File: src/rtl/mem_burst_convertor_if.sv
// Bus bundle for mem_burst_convertor: wide cache-side burst port plus
// narrow memory-side read port. The slave modport is the convertor's view.
interface mem_burst_convertor_if #(
  parameter int unsigned MEM_W     = 32,
  parameter int unsigned RATIO     = 2,
  parameter int unsigned MAX_BURST = 8
);
  localparam int unsigned CW = MEM_W * RATIO;
  localparam int unsigned BW = $clog2(MAX_BURST) + 1;

  // Cache side (wide beats)
  logic [31:0]    cache_address;
  logic           cache_read;
  logic [BW-1:0]  cache_burstcount;
  logic           cache_waitrequest;
  logic [CW-1:0]  cache_readdata;
  logic           cache_readdatavalid;

  // Memory side (narrow words)
  logic [31:0]    memory_address;
  logic           memory_read;
  logic           memory_waitrequest;
  logic [MEM_W-1:0] memory_readdata;
  logic           memory_readdatavalid;

  modport slave (
    input  cache_address, cache_read, cache_burstcount,
    output cache_waitrequest, cache_readdata, cache_readdatavalid,
    output memory_address, memory_read,
    input  memory_waitrequest, memory_readdata, memory_readdatavalid
  );

  modport master (
    output cache_address, cache_read, cache_burstcount,
    input  cache_waitrequest, cache_readdata, cache_readdatavalid,
    input  memory_address, memory_read,
    output memory_waitrequest, memory_readdata, memory_readdatavalid
  );
endinterface

File: src/rtl/mem_burst_convertor.sv
// mem_burst_convertor: turns a wide cache burst read into a stream of narrow
// memory reads (bounded outstanding count) and reassembles the narrow
// responses little-endian into wide beats.
// Optional macro MEM_BURST_CONVERTOR_WRAP_EN: critical-word-first wrapping
// bursts (burstcount assumed power of two in that mode). Default: incrementing.
module mem_burst_convertor #(
  parameter int unsigned MEM_W     = 32,
  parameter int unsigned RATIO     = 2,
  parameter int unsigned MAX_BURST = 8,
  parameter int unsigned MAX_OUTST = 4
) (
  input logic clock,
  input logic reset,
  mem_burst_convertor_if.slave bus
);
  localparam int unsigned CW         = MEM_W * RATIO;
  localparam int unsigned BW         = $clog2(MAX_BURST) + 1;
  localparam int unsigned BYTES_BEAT = CW / 8;
  localparam int unsigned STEP       = MEM_W / 8;
  localparam int unsigned RW         = BW + $clog2(RATIO);
  localparam int unsigned OW         = $clog2(MAX_OUTST + 1);
  localparam int unsigned IW         = (RATIO > 1) ? $clog2(RATIO) : 1;

  typedef enum logic [1:0] {IDLE, ISSUE, DRAIN} state_e;

  state_e         state_q, state_d;
  logic [31:0]    addr_q, addr_d;
  logic           rd_q, rd_d;
  logic [RW-1:0]  req_left_q, req_left_d;
  logic [BW-1:0]  beats_left_q, beats_left_d;
  logic [OW-1:0]  outst_q, outst_d;
  logic [IW-1:0]  widx_q, widx_d;
  logic [CW-1:0]  asm_q, asm_d;
  logic [CW-1:0]  rdata_q, rdata_d;
  logic           rvalid_q, rvalid_d;
  logic           cwait_q, cwait_d;
`ifdef MEM_BURST_CONVERTOR_WRAP_EN
  logic [31:0]    wmask_q, wmask_d;
`endif

  logic [BW-1:0]  bc_eff;
  logic           retire;
  logic           resp;
  logic           last_word;
  logic [31:0]    next_addr;

  // State register and datapath flops
  always_ff @(posedge clock or negedge reset) begin
    if (!reset) begin
      state_q      <= IDLE;
      addr_q       <= '0;
      rd_q         <= 1'b0;
      req_left_q   <= '0;
      beats_left_q <= '0;
      outst_q      <= '0;
      widx_q       <= '0;
      asm_q        <= '0;
      rdata_q      <= '0;
      rvalid_q     <= 1'b0;
      cwait_q      <= 1'b1;
`ifdef MEM_BURST_CONVERTOR_WRAP_EN
      wmask_q      <= '0;
`endif
    end else begin
      state_q      <= state_d;
      addr_q       <= addr_d;
      rd_q         <= rd_d;
      req_left_q   <= req_left_d;
      beats_left_q <= beats_left_d;
      outst_q      <= outst_d;
      widx_q       <= widx_d;
      asm_q        <= asm_d;
      rdata_q      <= rdata_d;
      rvalid_q     <= rvalid_d;
      cwait_q      <= cwait_d;
`ifdef MEM_BURST_CONVERTOR_WRAP_EN
      wmask_q      <= wmask_d;
`endif
    end
  end

  // Next-state, request issue, outstanding tracking and beat assembly
  always_comb begin
    state_d      = state_q;
    addr_d       = addr_q;
    rd_d         = rd_q;
    req_left_d   = req_left_q;
    beats_left_d = beats_left_q;
    outst_d      = outst_q;
    widx_d       = widx_q;
    asm_d        = asm_q;
    rdata_d      = rdata_q;
    rvalid_d     = 1'b0;
    cwait_d      = cwait_q;
`ifdef MEM_BURST_CONVERTOR_WRAP_EN
    wmask_d      = wmask_q;
`endif

    bc_eff    = (bus.cache_burstcount == '0) ? BW'(1) : bus.cache_burstcount;
    retire    = rd_q && !bus.memory_waitrequest;
    resp      = (state_q != IDLE) && bus.memory_readdatavalid;
    last_word = (widx_q == IW'(RATIO - 1));
`ifdef MEM_BURST_CONVERTOR_WRAP_EN
    // Offset advances modulo the burst size; upper address bits stay fixed
    next_addr = (addr_q & ~wmask_q) | ((addr_q + 32'(STEP)) & wmask_q);
`else
    next_addr = addr_q + 32'(STEP);
`endif

    case (state_q)
      IDLE: begin
        if (bus.cache_read && !cwait_q) begin
          state_d      = ISSUE;
          addr_d       = bus.cache_address & ~32'(BYTES_BEAT - 1);
          req_left_d   = RW'(32'(bc_eff) * RATIO);
          beats_left_d = bc_eff;
          widx_d       = '0;
`ifdef MEM_BURST_CONVERTOR_WRAP_EN
          wmask_d      = 32'(bc_eff) * 32'(BYTES_BEAT) - 32'd1;
`endif
        end
      end
      ISSUE: begin
        if (retire) begin
          req_left_d = req_left_q - RW'(1);
          addr_d     = next_addr;
          if (req_left_q == RW'(1)) state_d = DRAIN;
        end
      end
      DRAIN: begin
        if (resp && last_word && beats_left_q == BW'(1)) state_d = IDLE;
      end
      default: state_d = IDLE;
    endcase

    // Little-endian assembly; the wide output only changes on a full beat
    if (resp) begin
      for (int k = 0; k < RATIO; k++) begin
        if (widx_q == IW'(k)) asm_d[k*MEM_W +: MEM_W] = bus.memory_readdata;
      end
      if (last_word) begin
        widx_d       = '0;
        rdata_d      = asm_d;
        rvalid_d     = 1'b1;
        beats_left_d = beats_left_q - BW'(1);
      end else begin
        widx_d = widx_q + IW'(1);
      end
    end

    // Retire and response in the same cycle cancel out
    if (retire && !resp) begin
      outst_d = outst_q + OW'(1);
    end else if (!retire && resp && outst_q != '0) begin
      outst_d = outst_q - OW'(1);
    end

    // A stalled request is held unchanged; otherwise issue while credit remains
    if (rd_q && bus.memory_waitrequest) begin
      rd_d = 1'b1;
    end else begin
      rd_d = (state_d == ISSUE) && (req_left_d != '0) && (outst_d < OW'(MAX_OUTST));
    end

    cwait_d = (state_d != IDLE);
  end

  assign bus.memory_address      = addr_q;
  assign bus.memory_read         = rd_q;
  assign bus.cache_readdata      = rdata_q;
  assign bus.cache_readdatavalid = rvalid_q;
  assign bus.cache_waitrequest   = cwait_q;
endmodule

File: src/flat_wrapper.sv
// flat-port wrapper written by rule: the top's interface ports become plain ports
module mem_burst_convertor_flat 
#(
  parameter int unsigned MEM_W     = 32,
  parameter int unsigned RATIO     = 2,
  parameter int unsigned MAX_BURST = 8,
  parameter int unsigned MAX_OUTST = 4
)
  (clock, reset, bus_cache_address, bus_cache_read, bus_cache_burstcount, bus_cache_waitrequest, bus_cache_readdata, bus_cache_readdatavalid, bus_memory_address, bus_memory_read, bus_memory_waitrequest, bus_memory_readdata, bus_memory_readdatavalid);
  mem_burst_convertor_if #(.MEM_W(MEM_W), .RATIO(RATIO), .MAX_BURST(MAX_BURST)) bus_i ();
  input logic clock;
  input logic reset;
  input wire logic [$bits(bus_i.cache_address)-1:0] bus_cache_address;
  input wire logic [$bits(bus_i.cache_read)-1:0] bus_cache_read;
  input wire logic [$bits(bus_i.cache_burstcount)-1:0] bus_cache_burstcount;
  output wire logic [$bits(bus_i.cache_waitrequest)-1:0] bus_cache_waitrequest;
  output wire logic [$bits(bus_i.cache_readdata)-1:0] bus_cache_readdata;
  output wire logic [$bits(bus_i.cache_readdatavalid)-1:0] bus_cache_readdatavalid;
  output wire logic [$bits(bus_i.memory_address)-1:0] bus_memory_address;
  output wire logic [$bits(bus_i.memory_read)-1:0] bus_memory_read;
  input wire logic [$bits(bus_i.memory_waitrequest)-1:0] bus_memory_waitrequest;
  input wire logic [$bits(bus_i.memory_readdata)-1:0] bus_memory_readdata;
  input wire logic [$bits(bus_i.memory_readdatavalid)-1:0] bus_memory_readdatavalid;
  assign bus_i.cache_address = bus_cache_address;
  assign bus_i.cache_read = bus_cache_read;
  assign bus_i.cache_burstcount = bus_cache_burstcount;
  assign bus_cache_waitrequest = bus_i.cache_waitrequest;
  assign bus_cache_readdata = bus_i.cache_readdata;
  assign bus_cache_readdatavalid = bus_i.cache_readdatavalid;
  assign bus_memory_address = bus_i.memory_address;
  assign bus_memory_read = bus_i.memory_read;
  assign bus_i.memory_waitrequest = bus_memory_waitrequest;
  assign bus_i.memory_readdata = bus_memory_readdata;
  assign bus_i.memory_readdatavalid = bus_memory_readdatavalid;
  mem_burst_convertor #(.MEM_W(MEM_W), .RATIO(RATIO), .MAX_BURST(MAX_BURST), .MAX_OUTST(MAX_OUTST)) u_core (.clock(clock), .reset(reset), .bus(bus_i));
endmodule
File: config.mk
export PLATFORM = sky130hd
export DESIGN_NAME = mem_burst_convertor_flat
export DESIGN_NICKNAME = d
export VERILOG_FILES = /design/src/rtl/mem_burst_convertor_if.sv /design/src/rtl/mem_burst_convertor.sv /design/src/flat_wrapper.sv
export SDC_FILE = /design/constraint.sdc
export NUM_CORES = 1
export LEC_CHECK = 0
export CAP_MARGIN = 40
export CORE_ASPECT_RATIO = 0.5
export CORE_UTILIZATION = 48
export CTS_BUF_LIST = sky130_fd_sc_hd__clkbuf_16
export CTS_CLUSTER_SIZE = 16
export DETAILED_ROUTE_END_ITERATION = 10
export PLACE_DENSITY = 0.79
export SLEW_MARGIN = 10
export SYNTH_ARGS = -nofsm -noshare
export SYNTH_HDL_FRONTEND = slang
export SYNTH_SLANG_ARGS = --single-unit
File: constraint.sdc
create_clock -name clock -period 2.5 [get_ports clock]
set_clock_uncertainty 0.15 [all_clocks]
set_input_delay 0.5 -clock clock [delete_from_list [all_inputs] [get_ports clock]]
set_output_delay 0.5 -clock clock [all_outputs]
set_load 0.05 [all_outputs]
[Word-level counts from Yosys, hierarchy flattened]
Cells that the tools add are included.
W data, S select, Z words.
Storage, ports and cells
  output and inout port bits: 99
  word-level logic and storage cells: 79
  bits in registers: 178
Cells by class
  magnitude comparators: 1
  equality and inequality tests: 7
  multiplexer cells: 27
  reduce and logical (&&, ||, !) cells: 27
  add/sub/neg operators: 6
Operator list (number)
  $mux W32: 4
  $pmux W32 S2: 1
  $add A32 B3 Y32 const B: 1
  $mux W4: 5
  $logic_and A1 B1 Y1: 11
  $mux W5: 2
  $pmux W5 S2: 1
  $reduce_bool A2 Y1: 5
  $mux W2: 4
  $mux W1: 7
  $mux W3: 2
  $pmux W2 S3: 1
  $eq A5 B1 Y1 const B: 1
  $reduce_bool A5 Y1: 1
  $sub A5 B1 Y5 const B: 1
  $eq A2 B1 Y1 const B: 2
  $eq A4 B1 Y1 const B: 1
  $logic_not A1 Y1: 4
  $logic_not A4 Y1: 1
  $ne A2 B1 Y1 const B: 2
  $reduce_and A2 Y1: 2
  $sub A4 B1 Y4 const B: 1
  $add A3 B1 Y3 const B: 1
  $lt A3 B3 Y1 const B: 1
  other kinds (6): 6

[Longest topological paths before layout]
Gate-level depths: netlist of the first run.
  depth in word-level cells: 10
  gate-level depth with buffers: 9
  depth with buffers taken out: 7

[Least setup slack after synthesis of the first run]
No wires, ideal clock.
  path kind: reg2reg
  start: register u_core.addr_q[2], in the netlist u_core.bus.memory_address[2]
  end: register u_core.addr_q[26], in the netlist u_core.bus.memory_address[26]
  period minus slack after synthesis: 2.467 ns
  arrival time: 2.196 ns
  setup slack: 0.033 ns
  stages on the path, launching flop included: 7
  data required time: 2.229 ns
  cell sequence: dfrtp_1 -> ha_1 -> nand2_1 -> nor4_4 -> nand4_2 -> o211a_1 -> a2111oi_1
Between the ends
  longest elaborated chain between the ends: 3
Ends and longest elaborated chain
  from (decl): line mem_burst_convertor.sv:27  | logic [31:0] addr_q, addr_d;
  from (signal assigned): line mem_burst_convertor.sv:66  | addr_q <= addr_d;
  $add A32 B3 Y32: line mem_burst_convertor.sv:107  | next_addr = addr_q + 32'(STEP);
  $mux W32: line mem_burst_convertor.sv:124  | if (retire) begin
  $pmux W32 S2: line mem_burst_convertor.sv:110  | case (state_q)
No other way between the ends. The select of a mux whose other input is x is not followed.
A chain may end at the register's enable or synchronous reset.

[Worst setup path after layout of the first run]
  start: register u_core.addr_q[13], in the netlist u_core.bus.memory_address[13]
  end: output port bus_memory_address[13]
RTL lines
  to (decl): line flat_wrapper.sv:19  | output wire logic [$bits(bus_i.memory_address)-1:0] bus_memory_address;
No word-level cell between the ends.

==> run metrics, run 1 <==
Crit path largest cell delay=0.87 ns; register area=~3600 um2; TritonCTS Buffers=17; worst vdd ir=around 0.82 mV; worst r2r path cells=6; Synth Area in Compound Gates=0.112; mux share of post-synthesis cell area=0.0596; critical path class=flop to output port; Crit Path Max Fanout=9; Netlist cell types=61; Worst Hold Slack=0.318 ns; crit-path cells=clkdlybuf4s50_1; slowest cell on the critical path=clkdlybuf4s50_1; final hold vios=0; first-pass GRT wire length=28.3 mm; worst skew pair latency=about 0.42 ns; GP Congestion=~0.88; DP HPWL=approximately 11 mm; final wirelength=between 15 and 20 mm; share of layout cells above drive strength 1=0.122; EDFF count, synth=0; WP buf/inv=1; grt met1 use=0.321; Congestion Overflow GR=0; status=complete, no violations; register clock-pin slew on the reported worst setup and hold paths=0.07 ns; max-cap violations=0; hold crit path type=flop to flop; largest net degree at the start of global routing=67; Post-synth top flop=dfrtp_1; CP Capture Point=bus_memory_address[13]; fin nets=954; Post-Syn Instances=~700; Placed Cells=~1000; Iter 0 DRT Violations=630; Core Area=13000 um2; P_int=approximately 7.3 mW; Sw Share=0.475; post-synthesis simple-gate area fraction=0.225; Setup crit start kind=flop; # fillers=972; RSZ-0062 raised after global routing=no; fmax=409 MHz; wire length per cell=~16 um; Crit path max-delay family=buffers and inverters; mapped cell area=approximately 6600 um2; multi-input logic area=roughly 2700 um2; Worst setup EP type=output port; Seq pwr share=0.310; pwr dens=approximately 1500 nW/um2; # DRC=0; deepest clock path buffer count=2; Crit path depth=1; R2R Setup Slk=around 0.31 ns; Seq/Total Area, Yosys=0.550; Adder-Cell Fraction of Synth Area=0.0153; remaining antenna violation count=0; Slew headroom=0.633; num ports=172; WP data required=about 1.9 ns; Rows=29; Synth area leaders=dfrtp_1 55%, nand2_1 13%, mux2_2 5.5%; main combinational cell family by area after synthesis=simple AND/OR/NAND/NOR gates; Sinks on Clock Net=144; htree depth=4; Comb power frac=0.511; switching power of the nets=between 6 and 7 mW; Clk network pwr share=0.179; final setup fails=0; Min Clock Period, post-route=2.45 ns; RR Startpoint=u_core.bus.memory_address[3]; router iterations before antenna repair=6; Post-CTS Setup Bufs=0; reg-to-reg critical path endpoint=u_core.bus.memory_address[26]; via count=~5800; Avg Inst Size Synth=9.38 um2; Slew Viols, Final=0; Most Crowded Layer GR=met2; initial core utilization=0.505; met3 GRT Util=0.0603; XOR/XNOR Fraction of Synth Area=0.00267; crit path DAT=between 1.5 and 2 ns; post-place instance area=between 8000 and 9000 um2; n_diodes=0; Vias/cell=about 5.5; Worst Setup SP=u_core.bus.memory_address[13]; share of the synthesized area in the top cell type=0.546; TritonCTS clock tree=done; cell taking the most area after synthesis=dfrtp_1; FFs w/ async S/R, synth=1.00; Layout area overhead=39.7%; leakage=4.13 nW; met2 Use GR=0.427; DIE AREA=around 14000 um2; GRT Total Usage=0.252; initial antenna violation count=0; Yosys reg bits=around 140; final worst path period share=0.979; cell area after layout=9160 um2; vias in the first global route=about 5700; die height=around 85 um; Ys Warns=0; overall die width=around 170 um; Post-Layout Cell Count=about 1100; Least-Margin Pin Slew=0.548 ns; CTS Root Cell=clkbuf_16; Buffers on Ports=~170
==> cells in the final DEF (no fill, tap or decap), types with 3 or more instances in the layout <==
cell | netlist | routed
buf_4 | 3 | 24
a31oi_1 | 6 | 6
nand4_1 | 7 | 7
clkinv_8 | 0 | 3
clkbuf_16 | 0 | 17
nand2b_1 | 3 | 3
nor3_1 | 9 | 9
o21a_1 | 3 | 3
a2bb2oi_1 | 3 | 3
o211ai_1 | 6 | 6
o22a_1 | 3 | 3
ha_1 | 8 | 8
or3_1 | 3 | 3
inv_1 | 13 | 12
o21ai_0 | 28 | 28
buf_12 | 0 | 5
nand2_1 | 231 | 230
nand3_1 | 20 | 20
nor4_1 | 4 | 4
mux2i_1 | 3 | 3
a21oi_1 | 35 | 35
inv_6 | 0 | 5
o31ai_1 | 4 | 4
o22ai_1 | 6 | 6
and3_1 | 6 | 6
inv_8 | 0 | 5
mux2_2 | 32 | 32
nor2_1 | 37 | 36
clkdlybuf4s50_1 | 0 | 165
dfrtp_1 | 143 | 143
==> synthesized netlist by cell type, types with 3 or more instances <==
cell type,count
nor4_1,4
ha_1,8
nand4_1,7
o21a_1,3
or3_1,3
o21ai_0,28
nand2_1,231
buf_4,3
nor3_1,9
a2bb2oi_1,3
a31oi_1,6
clkbuf_1,24
nand2b_1,3
inv_1,13
buf_1,7
nor2_1,37
dfrtp_1,143
buf_2,8
o211ai_1,6
o22ai_1,6
a21oi_1,35
and3_1,6
mux2_2,32
o31ai_1,4
nand3_1,20
mux2i_1,3
o22a_1,3
==> state kept, by name (all words and copies together) (netlist names) <==
| register | flops |
|---|---|
| u_core.bus.cache_readdata | 64 |
| u_core.last_word | 1 |
| u_core.bus.memory_address | 30 |
| u_core.bus.cache_waitrequest | 1 |
| u_core.bus.memory_read | 1 |
| u_core.req_left_q | 5 |
| u_core.asm_q | 32 |
| u_core.bus.cache_readdatavalid | 1 |
| u_core.outst_q | 3 |
| u_core.beats_left_q | 4 |
| u_core.state_q | 2 |
==> power by group through the flow <==
stage / Sequential, mW / Clock (mW) / Combinational (mW)
finish: 4.32 / 2.50 / 7.12
global route: 4.47 / 2.63 / 7.60
CTS: 4.30 / 2.54 / 7.15
detailed placement: 4.32 / 0 / 7.13
global placement: 4.26 / 0 / 6.99
floorplan: 6.65 / 0 / 2.29
==> cells by family after synthesis <==
group                      after synthesis
muxes                                   35
AOI/OAI and AO/OA                      116
DFF                                    144
xor gates and xnor gates                 2
and+or+nand+nor                        338
other                                    1
adders and majority gates                8
buffers and inverters                   55
==> routing by layer <==
metal  vias to the layer above  part of all wire
li1                       2737                 -
met3                        21             0.069
met1                      2817              0.43
met2                       212              0.49
met5                         -                 0
met4                         0             0.012
==> what timing repair did <==
action | 4_1_cts | 5_1_grt
gates resized for setup | 0 | 0
endpoints found under the hold margin | 50 | 0
hold buffers | 1 | 0
endpoints found under the setup margin | 0 | 0
==> stage by stage <==
| stage | setup slack [ns] | util | power [mW] | setup TNS, ns |
|---|---|---|---|---|
| CTS | 0.0555 | 0.705 | 14.0 | 0 |
| detailed placement | -0.0964 | 0.659 | 11.4 | -0.266 |
| global placement | -0.0632 | 0.659 | 11.3 | -0.0885 |
| global route | 0.0123 | 0.705 | 14.7 | 0 |
| finish | 0.0527 | 0.705 | 13.9 | 0 |
| floorplan | 0.0328 | - | 8.94 | 0 |
==> how the worst min path moves through the flow <==
stage | from | endpoint | slack [ns] | depth (start not counted)
6_report | u_core.asm_q[16] | u_core.bus.cache_readdata[16] | 0.32 | 2
5_1_grt | u_core.asm_q[7] | u_core.bus.cache_readdata[7] | 0.33 | 2
4_1_cts | u_core.outst_q[2] | u_core.outst_q[2] | 0.32 | 1
3_5_place_dp | u_core.outst_q[2] | u_core.outst_q[2] | 0.31 | 1
3_3_place_gp | u_core.asm_q[1] | u_core.bus.cache_readdata[1] | 0.29 | 2
2_1_floorplan | reset | u_core.asm_q[0] | 0.05 | 0
==> area by class of cell <==
cell class	instances	share of cell area
Clock buffer	17	0.0465
Clock inverter	15	0.0178
Inverter	13	0.00533
Multi-Input combinational cell	501	0.300
Sequential cell	144	0.394
Tap cell	170	0.0232
Timing Repair Buffer	196	0.213
Note: power is estimated with default switching activity, not from simulation.
==> inputs of run 2 (changes only) <==
- CAP_MARGIN: 40 -> 10
- TNS_END_PERCENT: not set -> 50
==> results of run 2 <==
Same layout as run 1: the final DEF is identical, and so are final timing and power.
